===== config.mk =====
export PLATFORM = sky130hd
export DESIGN_NAME = div_ctrl
export DESIGN_NICKNAME = d
export VERILOG_FILES = /design/src/rtl/div_ctrl.sv
export SDC_FILE = /design/constraint.sdc
export NUM_CORES = 1
export LEC_CHECK = 0
export ABC_AREA = 1
export CAP_MARGIN = 25
export CORE_MARGIN = 2
export CORE_UTILIZATION = 30
export DETAILED_ROUTE_END_ITERATION = 12
export HOLD_SLACK_MARGIN = 0.15
export PLACE_DENSITY_LB_ADDON = 0.25
export REMOVE_ABC_BUFFERS = 1
export SETUP_SLACK_MARGIN = 0.3
export SLEW_MARGIN = 30
export SYNTH_ARGS = -nofsm -noshare
export SYNTH_HDL_FRONTEND = slang
export SYNTH_SLANG_ARGS = --single-unit

===== constraint.sdc =====
create_clock -name clk -period 6.2 [get_ports clk]
set_input_delay 0.93 -clock clk [delete_from_list [all_inputs] [get_ports clk]]
set_output_delay 0.93 -clock clk [all_outputs]
set_load 0.1 [all_outputs]

===== src/rtl/div_ctrl.sv =====
// Iterative restoring divide sequencer for DIV/DIVU: one quotient bit per cycle.
// Optional build macro DIV_EARLY_EXIT_EN finishes immediately when |dividend| < |divisor|.
module div_ctrl #(
  parameter int DATA_W = 32
) (
  input  logic                  clk,
  input  logic                  rst,
  input  logic                  start_i,
  input  logic                  annul_i,
  input  logic                  signed_i,
  input  logic [DATA_W-1:0]     oprd1_i,
  input  logic [DATA_W-1:0]     oprd2_i,
  output logic [2*DATA_W-1:0]   result_o,
  output logic                  ready_o,
  output logic                  stall_o
);

  // state  | meaning
  // IDLE   | waiting for start_i
  // BYZERO | divisor was zero, result forced to 0
  // BUSY   | shifting and subtracting, one bit per cycle
  // DONE   | result valid, held until start_i drops
  typedef enum logic [1:0] {
    IDLE   = 2'd0,
    BYZERO = 2'd1,
    BUSY   = 2'd2,
    DONE   = 2'd3
  } state_t;

  localparam int CNT_W = $clog2(DATA_W + 1);
  localparam logic [CNT_W-1:0] LAST_CNT = CNT_W'(DATA_W);

  state_t            state;
  logic [CNT_W-1:0]  counter;
  logic [DATA_W-1:0] dvs_mag;
  logic [DATA_W-1:0] rem;
  logic [DATA_W-1:0] quot;
  logic              neg_quot;
  logic              neg_rem;

  logic [DATA_W-1:0] mag1;
  logic [DATA_W-1:0] mag2;
  logic [DATA_W:0]   rem_sh;
  logic [DATA_W:0]   trial;
  logic [DATA_W-1:0] fix_quot;
  logic [DATA_W-1:0] fix_rem;
  logic              early_exit;
  logic              go;

  assign go   = start_i && !annul_i;
  assign mag1 = (signed_i && oprd1_i[DATA_W-1]) ? -oprd1_i : oprd1_i;
  assign mag2 = (signed_i && oprd2_i[DATA_W-1]) ? -oprd2_i : oprd2_i;

`ifdef DIV_EARLY_EXIT_EN
  assign early_exit = (mag1 < mag2);
`else
  assign early_exit = 1'b0;
`endif

  // quot doubles as the dividend shift register; its MSB feeds the remainder
  assign rem_sh   = {rem, quot[DATA_W-1]};
  assign trial    = rem_sh - {1'b0, dvs_mag};
  assign fix_quot = neg_quot ? -quot : quot;
  assign fix_rem  = neg_rem ? -rem : rem;

  assign stall_o  = go && (state != DONE);

  always_ff @(posedge clk) begin
    if (rst) begin
      state    <= IDLE;
      counter  <= '0;
      dvs_mag  <= '0;
      rem      <= '0;
      quot     <= '0;
      neg_quot <= 1'b0;
      neg_rem  <= 1'b0;
      result_o <= '0;
      ready_o  <= 1'b0;
    end else begin
      unique case (state)
        IDLE: begin
          ready_o  <= 1'b0;
          result_o <= '0;
          if (go) begin
            if (oprd2_i == '0) begin
              state <= BYZERO;
            end else if (early_exit) begin
              state    <= DONE;
              ready_o  <= 1'b1;
              result_o <= {oprd1_i, {DATA_W{1'b0}}};
            end else begin
              state    <= BUSY;
              quot     <= mag1;
              dvs_mag  <= mag2;
              rem      <= '0;
              counter  <= '0;
              neg_quot <= signed_i && (oprd1_i[DATA_W-1] ^ oprd2_i[DATA_W-1]);
              neg_rem  <= signed_i && oprd1_i[DATA_W-1];
            end
          end
        end

        BYZERO: begin
          if (annul_i) begin
            state <= IDLE;
          end else begin
            state    <= DONE;
            ready_o  <= 1'b1;
            result_o <= '0;
          end
        end

        BUSY: begin
          if (annul_i) begin
            state <= IDLE;
          end else if (counter == LAST_CNT) begin
            state    <= DONE;
            ready_o  <= 1'b1;
            result_o <= {fix_rem, fix_quot};
          end else begin
            counter <= counter + 1'b1;
            if (!trial[DATA_W]) begin
              rem  <= trial[DATA_W-1:0];
              quot <= {quot[DATA_W-2:0], 1'b1};
            end else begin
              rem  <= rem_sh[DATA_W-1:0];
              quot <= {quot[DATA_W-2:0], 1'b0};
            end
          end
        end

        DONE: begin
          if (annul_i || !start_i) begin
            state    <= IDLE;
            ready_o  <= 1'b0;
            result_o <= '0;
          end
        end

        default: begin
          state    <= IDLE;
          ready_o  <= 1'b0;
          result_o <= '0;
        end
      endcase
    end
  end

endmodule


Word level (Yosys, flattened, before mapping)
Cells that the tools add are included.
{"block": "word_totals", "reg_bits": 171, "in_bits": 69, "out_inout_bits": 66, "wordCells": 83}
{"block": "op_classes", "addsub": 6, "n_eq_ne": 13, "muxes": 38, "bitwise": 2, "n_reduce_logical": 15}
{"op": "2-to-1 mux 32 bit", "n": 13}
{"op": "2-to-1 mux 64 bit", "n": 4}
{"op": "one-hot mux 64 bit (4 select lines)", "n": 1}
{"op": "negator 32 bit", "n": 4}
{"op": "one-hot mux 32 bit (2 select lines)", "n": 2}
{"op": "subtractor 33 x 32 -> 33 bit", "n": 1}
{"op": "logical NOT 32 bit", "n": 1}
{"op": "2-to-1 mux 6 bit", "n": 4}
{"op": "inequality test 2 bit (second input constant)", "n": 8}
{"op": "2-to-1 mux 2 bit", "n": 6}
{"op": "one-hot mux 6 bit (2 select lines)", "n": 1}
{"op": "one-hot mux 2 bit (4 select lines)", "n": 1}
{"op": "adder 6 x 1 -> 6 bit (second input constant)", "n": 1}
{"op": "== test 6 bit (second input constant)", "n": 1}
{"op": "AND reduction 3 bit", "n": 2}
{"op": "logical AND 1 bit", "n": 5}
{"op": "2-to-1 mux 1 bit", "n": 5}
{"op": "AND reduction 5 bit", "n": 1}
{"op": "== test 2 bit (second input constant)", "n": 2}
{"op": "one-hot mux 1 bit (4 select lines)", "n": 1}
{"op": "AND reduction 4 bit", "n": 1}
{"op": "inequality test 3 bit (second input constant)", "n": 1}
{"op": "== test 2 x 1 -> 1 bit (second input constant)", "n": 1}
{"op": "logical NOT 1 bit", "n": 2}
{"op": "other kinds (5)", "n": 5}

Longest topological paths before layout
Gate-level depths: netlist (run 1).
{"block": "depth", "depth_word": 5, "mapped_depth": 18, "depth_no_buf": 17}

Worst setup path before layout (run 1)
OpenSTA, ideal clock, no wires.
{"block": "synth_path", "kind": "input to output", "startpoint": "input annul_i", "endpoint": "output stall_o", "arrival_time_ns": 2.383, "required_ns": 5.270, "slack_ns": 2.887, "stages": 3, "path_buffers": 0, "cell_sequence": "inv_1 -> nand2_1 -> nor2_1"}
{"block": "synth_between", "elab_chain_cells": 3}
{"item": "from (decl)", "line": "9", "rtl": "input logic annul_i,"}
{"item": "logical NOT 1 bit", "line": "50", "rtl": "assign go = start_i && !annul_i;"}
{"item": "logical AND 1 bit", "line": "50"}
{"item": "logical AND 1 bit", "line": "66", "rtl": "assign stall_o = go && (state != DONE);"}
{"item": "to (decl)", "line": "15", "rtl": "output logic stall_o"}
Every way passes these cells.

Worst setup path after layout (run 1)
Ends and elaborated chain as after synthesis.

==> metrics.txt, run 1 <==
# TYPE chip_impl_metric gauge
chip_impl_info{name="run_status",value="completed"} 1
chip_impl_info{name="crit_path_end_kind",value="output port"} 1
chip_impl_info{name="cts_tree",value="built"} 1
chip_impl_metric{name="synth_cells",unit=""} 2199
chip_impl_metric{name="postSynthAreaPerCell",unit="um^2"} 5.944
chip_impl_metric{name="simple_gate_portion_of_the_synthesized_area",unit="%"} 40.59
chip_impl_metric{name="hold_path_depth",unit=""} 2
chip_impl_metric{name="ff2ff_path_depth",unit=""} 11
chip_impl_metric{name="synth-async-reset-ratio",unit="%"} 0
chip_impl_info{name="synth_top_family_by_area",value="simple AND/OR/NAND/NOR gates"} 1
chip_impl_metric{name="ir_drop",unit="V"} 0.0002279
chip_impl_metric{name="route.detailed.wl_per_inst",unit="um"} 15.56
chip_impl_metric{name="drc",unit=""} 0
chip_impl_metric{name="finalClockSkew",unit="ns"} 0.01050
chip_impl_info{name="clk_root_buffer_cell",value="sky130_fd_sc_hd__clkbuf_16"} 1
chip_impl_metric{name="port_buffers",unit=""} 134
chip_impl_metric{name="slew-limit-headroom",unit="%"} 31.46
chip_impl_info{name="worst_hold_end",value="result_o[50]"} 1
chip_impl_metric{name="initial_detailed_routing_violation_count",unit=""} 857
chip_impl_metric{name="synth_mux_area_share",unit="%"} 0
chip_impl_metric{name="gr-total-overflow",unit=""} 0
chip_impl_info{name="min_path_type",value="flop to flop"} 1
chip_impl_metric{name="worstSkewPairLatency",unit="ns"} 0.47
chip_impl_metric{name="post-dp-hpwl",unit="um"} 34870
chip_impl_metric{name="track_usage",unit="%"} 19.98
chip_impl_info{name="series_of_cell_instances_along_the_critical_path",value="clkdlybuf4s50_1, inv_1, nand2_1, nor2_1, clkdlybuf4s50_1"} 1
chip_impl_metric{name="synth-edff-count",unit=""} 0
chip_impl_metric{name="clock_sink_count",unit=""} 171
chip_impl_metric{name="synth_adder_area_share",unit="%"} 4.270
chip_impl_metric{name="floorplan.io_pins",unit=""} 135
chip_impl_info{name="min-delay-start",value="result_o[50]"} 1
chip_impl_metric{name="synth_seq_area_share",unit="%"} 26.19
chip_impl_info{name="worstReg2RegEnd",value="result_o[48]"} 1
chip_impl_metric{name="floorplan.die.width",unit="um"} 212.7
chip_impl_metric{name="detailroute.wirelength.met3",unit="um"} 1684
chip_impl_metric{name="cts.hold.buffers_added",unit=""} 0
chip_impl_metric{name="fp.coreArea",unit="um^2"} 43080
chip_impl_metric{name="timing.final.setup_violations",unit=""} 0
chip_impl_info{name="crit_path_top_delay_cell",value="sky130_fd_sc_hd__clkdlybuf4s50_1"} 1
chip_impl_metric{name="m1WireLength",unit="um"} 20880
chip_impl_metric{name="postCtsResizedCells",unit=""} 0
chip_impl_metric{name="synthesis.area",unit="um^2"} 13070
chip_impl_metric{name="via_count_of_the_routed_design",unit=""} 14048
chip_impl_metric{name="number_of_buffers_between_clock_root_and_the_deepest_sink",unit=""} 2
chip_impl_info{name="top_signal_layer_used",value="met4"} 1
chip_impl_metric{name="fin_crit_sh",unit="%"} 61.83
chip_impl_metric{name="synth_cell_types",unit=""} 52
chip_impl_metric{name="cts_made_buffers",unit=""} 17
chip_impl_metric{name="final_core_util",unit="%"} 35.85
chip_impl_metric{name="critPathArrivalTime",unit="ns"} 2.90
chip_impl_metric{name="maxCapViolations",unit=""} 0
chip_impl_metric{name="wl",unit="um"} 44810
chip_impl_metric{name="place_congestion",unit=""} 0.8911
chip_impl_metric{name="timing.reg2reg.setup_slack",unit="ns"} 3.05
chip_impl_metric{name="fin_setup_tns",unit="ns"} 0
chip_impl_metric{name="ys_warn_count",unit=""} 0
chip_impl_metric{name="largest_net_degree_at_the_start_of_global_routing",unit=""} 84
chip_impl_metric{name="htree_num_levels",unit=""} 4
chip_impl_metric{name="met2_wirelength",unit="um"} 21540
chip_impl_metric{name="max_clock_freq",unit="MHz"} 260.9
chip_impl_info{name="mostFrequentLayoutCells",value="sky130_fd_sc_hd__nand2_1, sky130_fd_sc_hd__inv_1, sky130_fd_sc_hd__nand3_1"} 1
chip_impl_info{name="cell_accounting_for_the_most_synthesized_area",value="sky130_fd_sc_hd__dfxtp_1"} 1
chip_impl_metric{name="yosys_register_bits",unit=""} 171
chip_impl_metric{name="pwr_density_cell",unit="nW/um^2"} 340.1
chip_impl_metric{name="critPathMaxFanout",unit=""} 5
chip_impl_metric{name="yosysTopAreaCellShare",unit="%"} 26.19
chip_impl_info{name="worstSetupStartpointType",value="input port"} 1
chip_impl_metric{name="synth_compound_gate_area_share",unit="%"} 12.27
chip_impl_metric{name="final_layout_size_suffix_gt1_share",unit="%"} 4.793
chip_impl_metric{name="syn_to_final_growth",unit="%"} 18.17
chip_impl_metric{name="die_y",unit="um"} 212.7
chip_impl_info{name="timing.critical_path.mode_cell",value="sky130_fd_sc_hd__clkdlybuf4s50_1"} 1
chip_impl_info{name="critical_path_class",value="input port to output port"} 1
chip_impl_metric{name="core.rowCount",unit=""} 76
chip_impl_metric{name="antenna_cells",unit=""} 0
chip_impl_info{name="ys_dominant_reg_cell",value="sky130_fd_sc_hd__dfxtp_1"} 1
chip_impl_metric{name="grt_pass1_vias",unit=""} 12959
chip_impl_metric{name="timing.critical_path.slowest_cell_delay",unit="ns"} 1.16
chip_impl_metric{name="cts.clk_slew.worst_paths",unit="ns"} 0.07
chip_impl_metric{name="timing.final.max_slew_violations",unit=""} 0
chip_impl_metric{name="timing.critical_path.required",unit="ns"} 5.27
chip_impl_metric{name="synth_xor_area_share",unit="%"} 4.892
chip_impl_info{name="crit-reg2reg-launch",value="state[0]"} 1
chip_impl_metric{name="layout.nets",unit=""} 2395
chip_impl_metric{name="antenna_found_initial",unit=""} 0
chip_impl_metric{name="die_area",unit="um^2"} 45250
chip_impl_metric{name="report.final.hold_viol_count",unit=""} 0
chip_impl_metric{name="total_leakage_power",unit="nW"} 7.008
chip_impl_info{name="layout_commonest_cell",value="sky130_fd_sc_hd__nand2_1"} 1
chip_impl_info{name="yosys-top-cells-area",value="sky130_fd_sc_hd__dfxtp_1, sky130_fd_sc_hd__nand2_1, sky130_fd_sc_hd__nand3_1, sky130_fd_sc_hd__inv_1, sky130_fd_sc_hd__a21oi_1"} 1
chip_impl_metric{name="start_util",unit="%"} 30.34
chip_impl_info{name="rsz_0062_raised_after_global_routing",value="false"} 1
chip_impl_metric{name="grt_first_pass_wirelength",unit="um"} 70720
chip_impl_metric{name="fin_crit",unit="ns"} 3.833
chip_impl_metric{name="drt_pass1_iterations",unit=""} 5
chip_impl_metric{name="detail-route-antenna-nets",unit=""} 0
chip_impl_metric{name="cts_post_setup_buffers_inserted",unit=""} 0
chip_impl_metric{name="avgViaCountPerCell",unit=""} 4.878
chip_impl_metric{name="timing_worst_slew_pin_value",unit="ns"} 1.025
[synth_stat cells (16+ instances only)]
cell type and count:
sky130_fd_sc_hd__nor3_1 22, sky130_fd_sc_hd__xor2_1 56, sky130_fd_sc_hd__a31oi_1 21, sky130_fd_sc_hd__inv_2 16, sky130_fd_sc_hd__nand3_1 226, sky130_fd_sc_hd__nor2_1 162
sky130_fd_sc_hd__o21ai_0 71, sky130_fd_sc_hd__nand4_1 32, sky130_fd_sc_hd__inv_1 290, sky130_fd_sc_hd__nand2_1 707, sky130_fd_sc_hd__a21oi_1 170, sky130_fd_sc_hd__clkbuf_1 34
sky130_fd_sc_hd__buf_2 25, sky130_fd_sc_hd__ha_1 43, sky130_fd_sc_hd__xnor2_1 17, sky130_fd_sc_hd__nand3b_1 19, sky130_fd_sc_hd__dfxtp_1 171
[worst max path at each step]
stage	startpoint	endpoint	slack, ns	depth (start not counted)
floorplan	annul_i	result_o[48]	2.16	8
global placement	oprd2_i[0]	rem[29]	2.14	14
detailed placement	oprd2_i[1]	rem[29]	2.08	14
CTS	annul_i	stall_o	2.33	5
global route	oprd2_i[1]	rem[20]	2.29	14
finish	annul_i	stall_o	2.37	5
[per-stage QoR]
step	power (mW)	std cells	instance area, um^2	hold WS [ns]	setup slack [ns]
2_1_floorplan	3.236	2121	12680	0.4324	2.156
3_3_place_gp	4.085	2848	14820	0.4521	2.136
3_5_place_dp	4.097	2848	14820	0.4556	2.079
4_1_cts	5.272	2880	15440	0.4665	2.332
5_1_grt	5.664	2880	15440	0.4831	2.295
6_report	5.253	2880	15440	0.4632	2.367
[power breakdown]
part	leakage, nW	switching, mW	internal [mW]
logic	5.32	2.00	0.770
clock network	0.305	0.528	0.634
registers	1.39	0.102	1.22
[kinds of logic (layout without fill, tap and decap cells)]
kind of cell	count (synthesis)	after routing
adder cells (fa/ha/maj)	44	44
flip-flops	171	171
buffers and inverters	384	480
AO/OA/AOI/OAI	297	297
AND/OR/NAND/NOR	1230	1230
XOR/XNOR	73	73
[registers in the layout, summed over array words and instances (netlist names)]
signal    flops
neg_rem       1
neg_quot      1
rem          32
state         2
quot         32
counter       6
result_o     64
ready_o       1
dvs_mag      32
[critical path: cells and delay by family]
family        cells  cell delay [ns]
buf+inv           3             1.71
simple gates      2             0.25
[metal layers]
| layer | vias up | global-route usage [%] |
|---|---|---|
| li1 | 7203 | - |
| met5 | - | 0 |
| met3 | 40 | 2.706 |
| met4 | 0 | 5.353 |
| met2 | 321 | 34.38 |
| met1 | 6484 | 26.16 |
[cell type report]
class / instances / area (um^2)
fillers: 4797 / 27630
multi-input cells: 1644 / 8114
flip-flops and latches: 171 / 3423
repair buffers: 142 / 1399
inverters: 306 / 1149
well taps: 585 / 732.0
clock buffers: 19 / 452.9
clock inverters: 13 / 175.2
No activity file was read; power rests on OpenSTA's default activity.
==> inputs of run 2 (changes only) <==
==> constraint.sdc (replaced) <==
create_clock -name clk -period 3.2 [get_ports clk]
set_input_delay 0.48 -clock clk [delete_from_list [all_inputs] [get_ports clk]]
set_output_delay 0.48 -clock clk [all_outputs]
set_load 0.1 [all_outputs]
==> run 2 against run 1 <==
- utilization is essentially flat
- sequential cell count unchanged
- sequential share of layout area barely moved
- clock power increased by 78%
- die area did not move
- worst hold slack improved by 0.0011 ns
- critical path type is now flop to flop
- largest power group unchanged
==> metrics.txt, run 2 (same netlist as run 1, synthesis figures left out) <==
# TYPE chip_impl_metric gauge
chip_impl_info{name="run_status",value="completed"} 1
chip_impl_info{name="series_of_cell_instances_along_the_critical_path",value="inv_1, ha_1, fa_1, inv_1, nand2_1, nand2_1, nand3_1, nand2_2, nand2_2, nand2_2, nand2_4, nand2_4, nand2_4, nand2_8, nand3_1, a21oi_1"} 1
chip_impl_info{name="rsz_0062_raised_after_global_routing",value="false"} 1
chip_impl_metric{name="final_core_util",unit="%"} 35.87
chip_impl_metric{name="start_util",unit="%"} 30.34
chip_impl_metric{name="detail-route-antenna-nets",unit=""} 0
chip_impl_info{name="min-delay-start",value="result_o[52]"} 1
chip_impl_metric{name="final_layout_size_suffix_gt1_share",unit="%"} 8.384
chip_impl_metric{name="drt_pass1_iterations",unit=""} 6
chip_impl_metric{name="gr-total-overflow",unit=""} 0
chip_impl_metric{name="hold_path_depth",unit=""} 2
chip_impl_metric{name="wl",unit="um"} 45190
chip_impl_metric{name="layoutNonFillerInstCount",unit=""} 2899
chip_impl_metric{name="slew-limit-headroom",unit="%"} 34.77
chip_impl_metric{name="layout.nets",unit=""} 2414
chip_impl_metric{name="floorplan.die.width",unit="um"} 212.7
chip_impl_metric{name="fillers",unit=""} 4789
chip_impl_metric{name="timing.final.setup_violations",unit=""} 0
chip_impl_metric{name="core.rowCount",unit=""} 76
chip_impl_metric{name="timing_worst_slew_pin_value",unit="ns"} 0.9755
chip_impl_metric{name="report.final.hold_viol_count",unit=""} 0
chip_impl_metric{name="post-dp-hpwl",unit="um"} 35500
chip_impl_metric{name="drc",unit=""} 0
chip_impl_metric{name="power_switching",unit="mW"} 5.140
chip_impl_metric{name="grt_pass1_vias",unit=""} 13271
chip_impl_metric{name="critPathArrivalTime",unit="ns"} 3.02
chip_impl_metric{name="antenna_found_initial",unit=""} 0
chip_impl_metric{name="syn_to_final_growth",unit="%"} 18.22
chip_impl_metric{name="max_clock_freq",unit="MHz"} 379.7
chip_impl_info{name="timing.critical_path.max_delay_family",value="simple AND/OR/NAND/NOR gates"} 1
chip_impl_metric{name="timing.critical_path.required",unit="ns"} 3.58
chip_impl_metric{name="cts.hold.buffers_added",unit=""} 0
chip_impl_metric{name="grt_first_pass_wirelength",unit="um"} 72170
chip_impl_info{name="worstSetupStartpointType",value="flop"} 1
chip_impl_metric{name="fin_crit",unit="ns"} 2.634
chip_impl_metric{name="share_comb_of_total_power",unit="%"} 54.2
chip_impl_info{name="crit-reg2reg-launch",value="quot[31]"} 1
chip_impl_metric{name="route.detailed.wl_per_inst",unit="um"} 15.59
chip_impl_metric{name="ir_drop",unit="V"} 0.0004137
chip_impl_info{name="cts_tree",value="built"} 1
chip_impl_metric{name="antenna_cells",unit=""} 0
chip_impl_metric{name="clock_sink_count",unit=""} 171
chip_impl_metric{name="total_leakage_power",unit="nW"} 7.215
chip_impl_metric{name="cts_made_buffers",unit=""} 17
chip_impl_info{name="layout_commonest_cell",value="sky130_fd_sc_hd__nand2_1"} 1
chip_impl_metric{name="pwr_density_cell",unit="nW/um^2"} 654.8
chip_impl_info{name="regMostFlops",value="result_o"} 1
chip_impl_metric{name="whs",unit="ns"} 0.4643
chip_impl_metric{name="floorplan.io_pins",unit=""} 135
chip_impl_metric{name="power.share.switching",unit="%"} 50.80
chip_impl_metric{name="power_report.internal_total",unit="mW"} 4.978
chip_impl_metric{name="maxCapViolations",unit=""} 0
chip_impl_metric{name="timing.reg2reg.setup_slack",unit="ns"} 0.57
chip_impl_metric{name="number_of_buffers_between_clock_root_and_the_deepest_sink",unit=""} 2
chip_impl_metric{name="worstSkewPairLatency",unit="ns"} 0.46
chip_impl_info{name="worstReg2RegEnd",value="quot[0]"} 1
chip_impl_info{name="clk_root_buffer_cell",value="sky130_fd_sc_hd__clkbuf_16"} 1
chip_impl_info{name="crit_path_top_delay_cell",value="sky130_fd_sc_hd__fa_1"} 1
chip_impl_metric{name="largest_net_degree_at_the_start_of_global_routing",unit=""} 128
chip_impl_metric{name="largest_reg_flops",unit=""} 64
chip_impl_metric{name="ff2ff_path_depth",unit=""} 16
chip_impl_metric{name="initial_detailed_routing_violation_count",unit=""} 1035
chip_impl_metric{name="postCtsResizedCells",unit=""} 0
chip_impl_metric{name="seq_power_share",unit="%"} 25.3
chip_impl_info{name="min_path_type",value="flop to flop"} 1
chip_impl_metric{name="die_y",unit="um"} 212.7
chip_impl_metric{name="timing.critical_path.slowest_cell_delay",unit="ns"} 0.41
chip_impl_info{name="worst_hold_end",value="result_o[52]"} 1
chip_impl_metric{name="via_count_of_the_routed_design",unit=""} 14009
chip_impl_metric{name="avgViaCountPerCell",unit=""} 4.832
chip_impl_metric{name="dpl_worst_slack",unit="ns"} 0.03648
chip_impl_metric{name="die_area",unit="um^2"} 45250
chip_impl_metric{name="cts.clk_slew.worst_paths",unit="ns"} 0.07
chip_impl_info{name="critical_path_class",value="flop to flop"} 1
chip_impl_metric{name="cts_post_setup_buffers_inserted",unit=""} 0
chip_impl_metric{name="track_usage",unit="%"} 20.30
chip_impl_metric{name="htree_num_levels",unit=""} 4
chip_impl_metric{name="place_congestion",unit=""} 0.9236
chip_impl_metric{name="finalClockSkew",unit="ns"} 0.01660
chip_impl_info{name="crit_path_end_kind",value="flop"} 1
chip_impl_metric{name="fin_crit_sh",unit="%"} 82.31
chip_impl_info{name="mostFrequentLayoutCells",value="sky130_fd_sc_hd__nand2_1, sky130_fd_sc_hd__inv_1, sky130_fd_sc_hd__nand3_1"} 1
chip_impl_metric{name="power_frac_clock",unit="%"} 20.5
chip_impl_metric{name="dp.cells",unit=""} 2867
chip_impl_metric{name="critPathMaxFanout",unit=""} 22
chip_impl_metric{name="timing.final.max_slew_violations",unit=""} 0
chip_impl_metric{name="port_buffers",unit=""} 134
chip_impl_metric{name="cp.buffers_inverters",unit=""} 2
chip_impl_metric{name="post-route-worst-setup-slack",unit="ns"} 0.5661
chip_impl_metric{name="fp.coreArea",unit="um^2"} 43080
==> run 2: changes by cell type in the layout (fill, tap and decap cells not counted), moves of 2 or more <==
cell | before | now
sky130_fd_sc_hd__buf_4 | 9 | 86
sky130_fd_sc_hd__clkdlybuf4s50_1 | 133 | 69
sky130_fd_sc_hd__buf_12 | 0 | 5
sky130_fd_sc_hd__clkinv_4 | 0 | 3
sky130_fd_sc_hd__clkinvlp_4 | 1 | 4
sky130_fd_sc_hd__bufinv_16 | 2 | 0
sky130_fd_sc_hd__inv_6 | 6 | 4
==> run 2: area by class of cell <==
| type | instances | area [um^2] | area share [%] |
|---|---|---|---|
| Clock inverter | 14 | 130.1 | 0.8422 |
| Inverter | 306 | 1149 | 7.434 |
| Tap cell | 585 | 732.0 | 4.737 |
| Clock buffer | 18 | 439.2 | 2.842 |
| Multi-Input combinational cell | 1644 | 8130 | 52.62 |
| Sequential cell | 171 | 3423 | 22.16 |
| Timing Repair Buffer | 161 | 1448 | 9.369 |
==> run 2: worst max path at each step <==
stage,depth (start not counted),from,slack (ns),to
2_1_floorplan,9,state[0],-0.58,result_o[48]
3_3_place_gp,13,oprd2_i[0],0.08,rem[31]
3_5_place_dp,13,oprd2_i[0],0.04,quot[11]
4_1_cts,17,quot[31],0.41,rem[11]
5_1_grt,17,quot[31],0.31,rem[17]
6_report,16,quot[31],0.57,quot[0]
==> run 2: metrics by stage <==
| stage | power, mW | cell area (um^2) | setup TNS [ns] |
|---|---|---|---|
| 2_1_floorplan | 6.270 | 12680 | -27.21 |
| 3_3_place_gp | 8.034 | 14860 | 0 |
| 6_report | 10.12 | 15450 | 0 |
| 3_5_place_dp | 8.057 | 14860 | 0 |
| 5_1_grt | 10.92 | 15450 | 0 |
| 4_1_cts | 10.18 | 15430 | 0 |
==> run 2: power groups by stage <==
stage               clock, mW  combinational, mW  sequential [mW]
global route             2.21               6.12             2.59
detailed placement          0               5.45             2.61
finish                   2.07               5.49             2.56
CTS                      2.13               5.49             2.56
floorplan                   0               3.40             2.87
global placement            0               5.43             2.60
==> run 2: worst reg2reg max path: stages, from the launching register on <==
cell and delay [ns]:
sky130_fd_sc_hd__dfxtp_1 0.36, sky130_fd_sc_hd__inv_1 0.09, sky130_fd_sc_hd__ha_1 0.22, sky130_fd_sc_hd__fa_1 0.41, sky130_fd_sc_hd__inv_1 0.11, sky130_fd_sc_hd__nand2_1 0.06, sky130_fd_sc_hd__nand2_1 0.08, sky130_fd_sc_hd__nand3_1 0.11
sky130_fd_sc_hd__nand2_2 0.14, sky130_fd_sc_hd__nand2_2 0.08, sky130_fd_sc_hd__nand2_2 0.09, sky130_fd_sc_hd__nand2_4 0.07, sky130_fd_sc_hd__nand2_4 0.08, sky130_fd_sc_hd__nand2_4 0.13, sky130_fd_sc_hd__nand2_8 0.19, sky130_fd_sc_hd__nand3_1 0.17
sky130_fd_sc_hd__a21oi_1 0.19
==> run 2: layer usage <==
metal | share of wire (%) | track usage (%) | vias up
met2 | 49 | 35.76 | 266
met5 | 0 | 0 | -
met4 | 1.3 | 4.630 | 0
met1 | 46 | 26.12 | 6469
li1 | - | - | 7237
met3 | 3.5 | 2.927 | 37
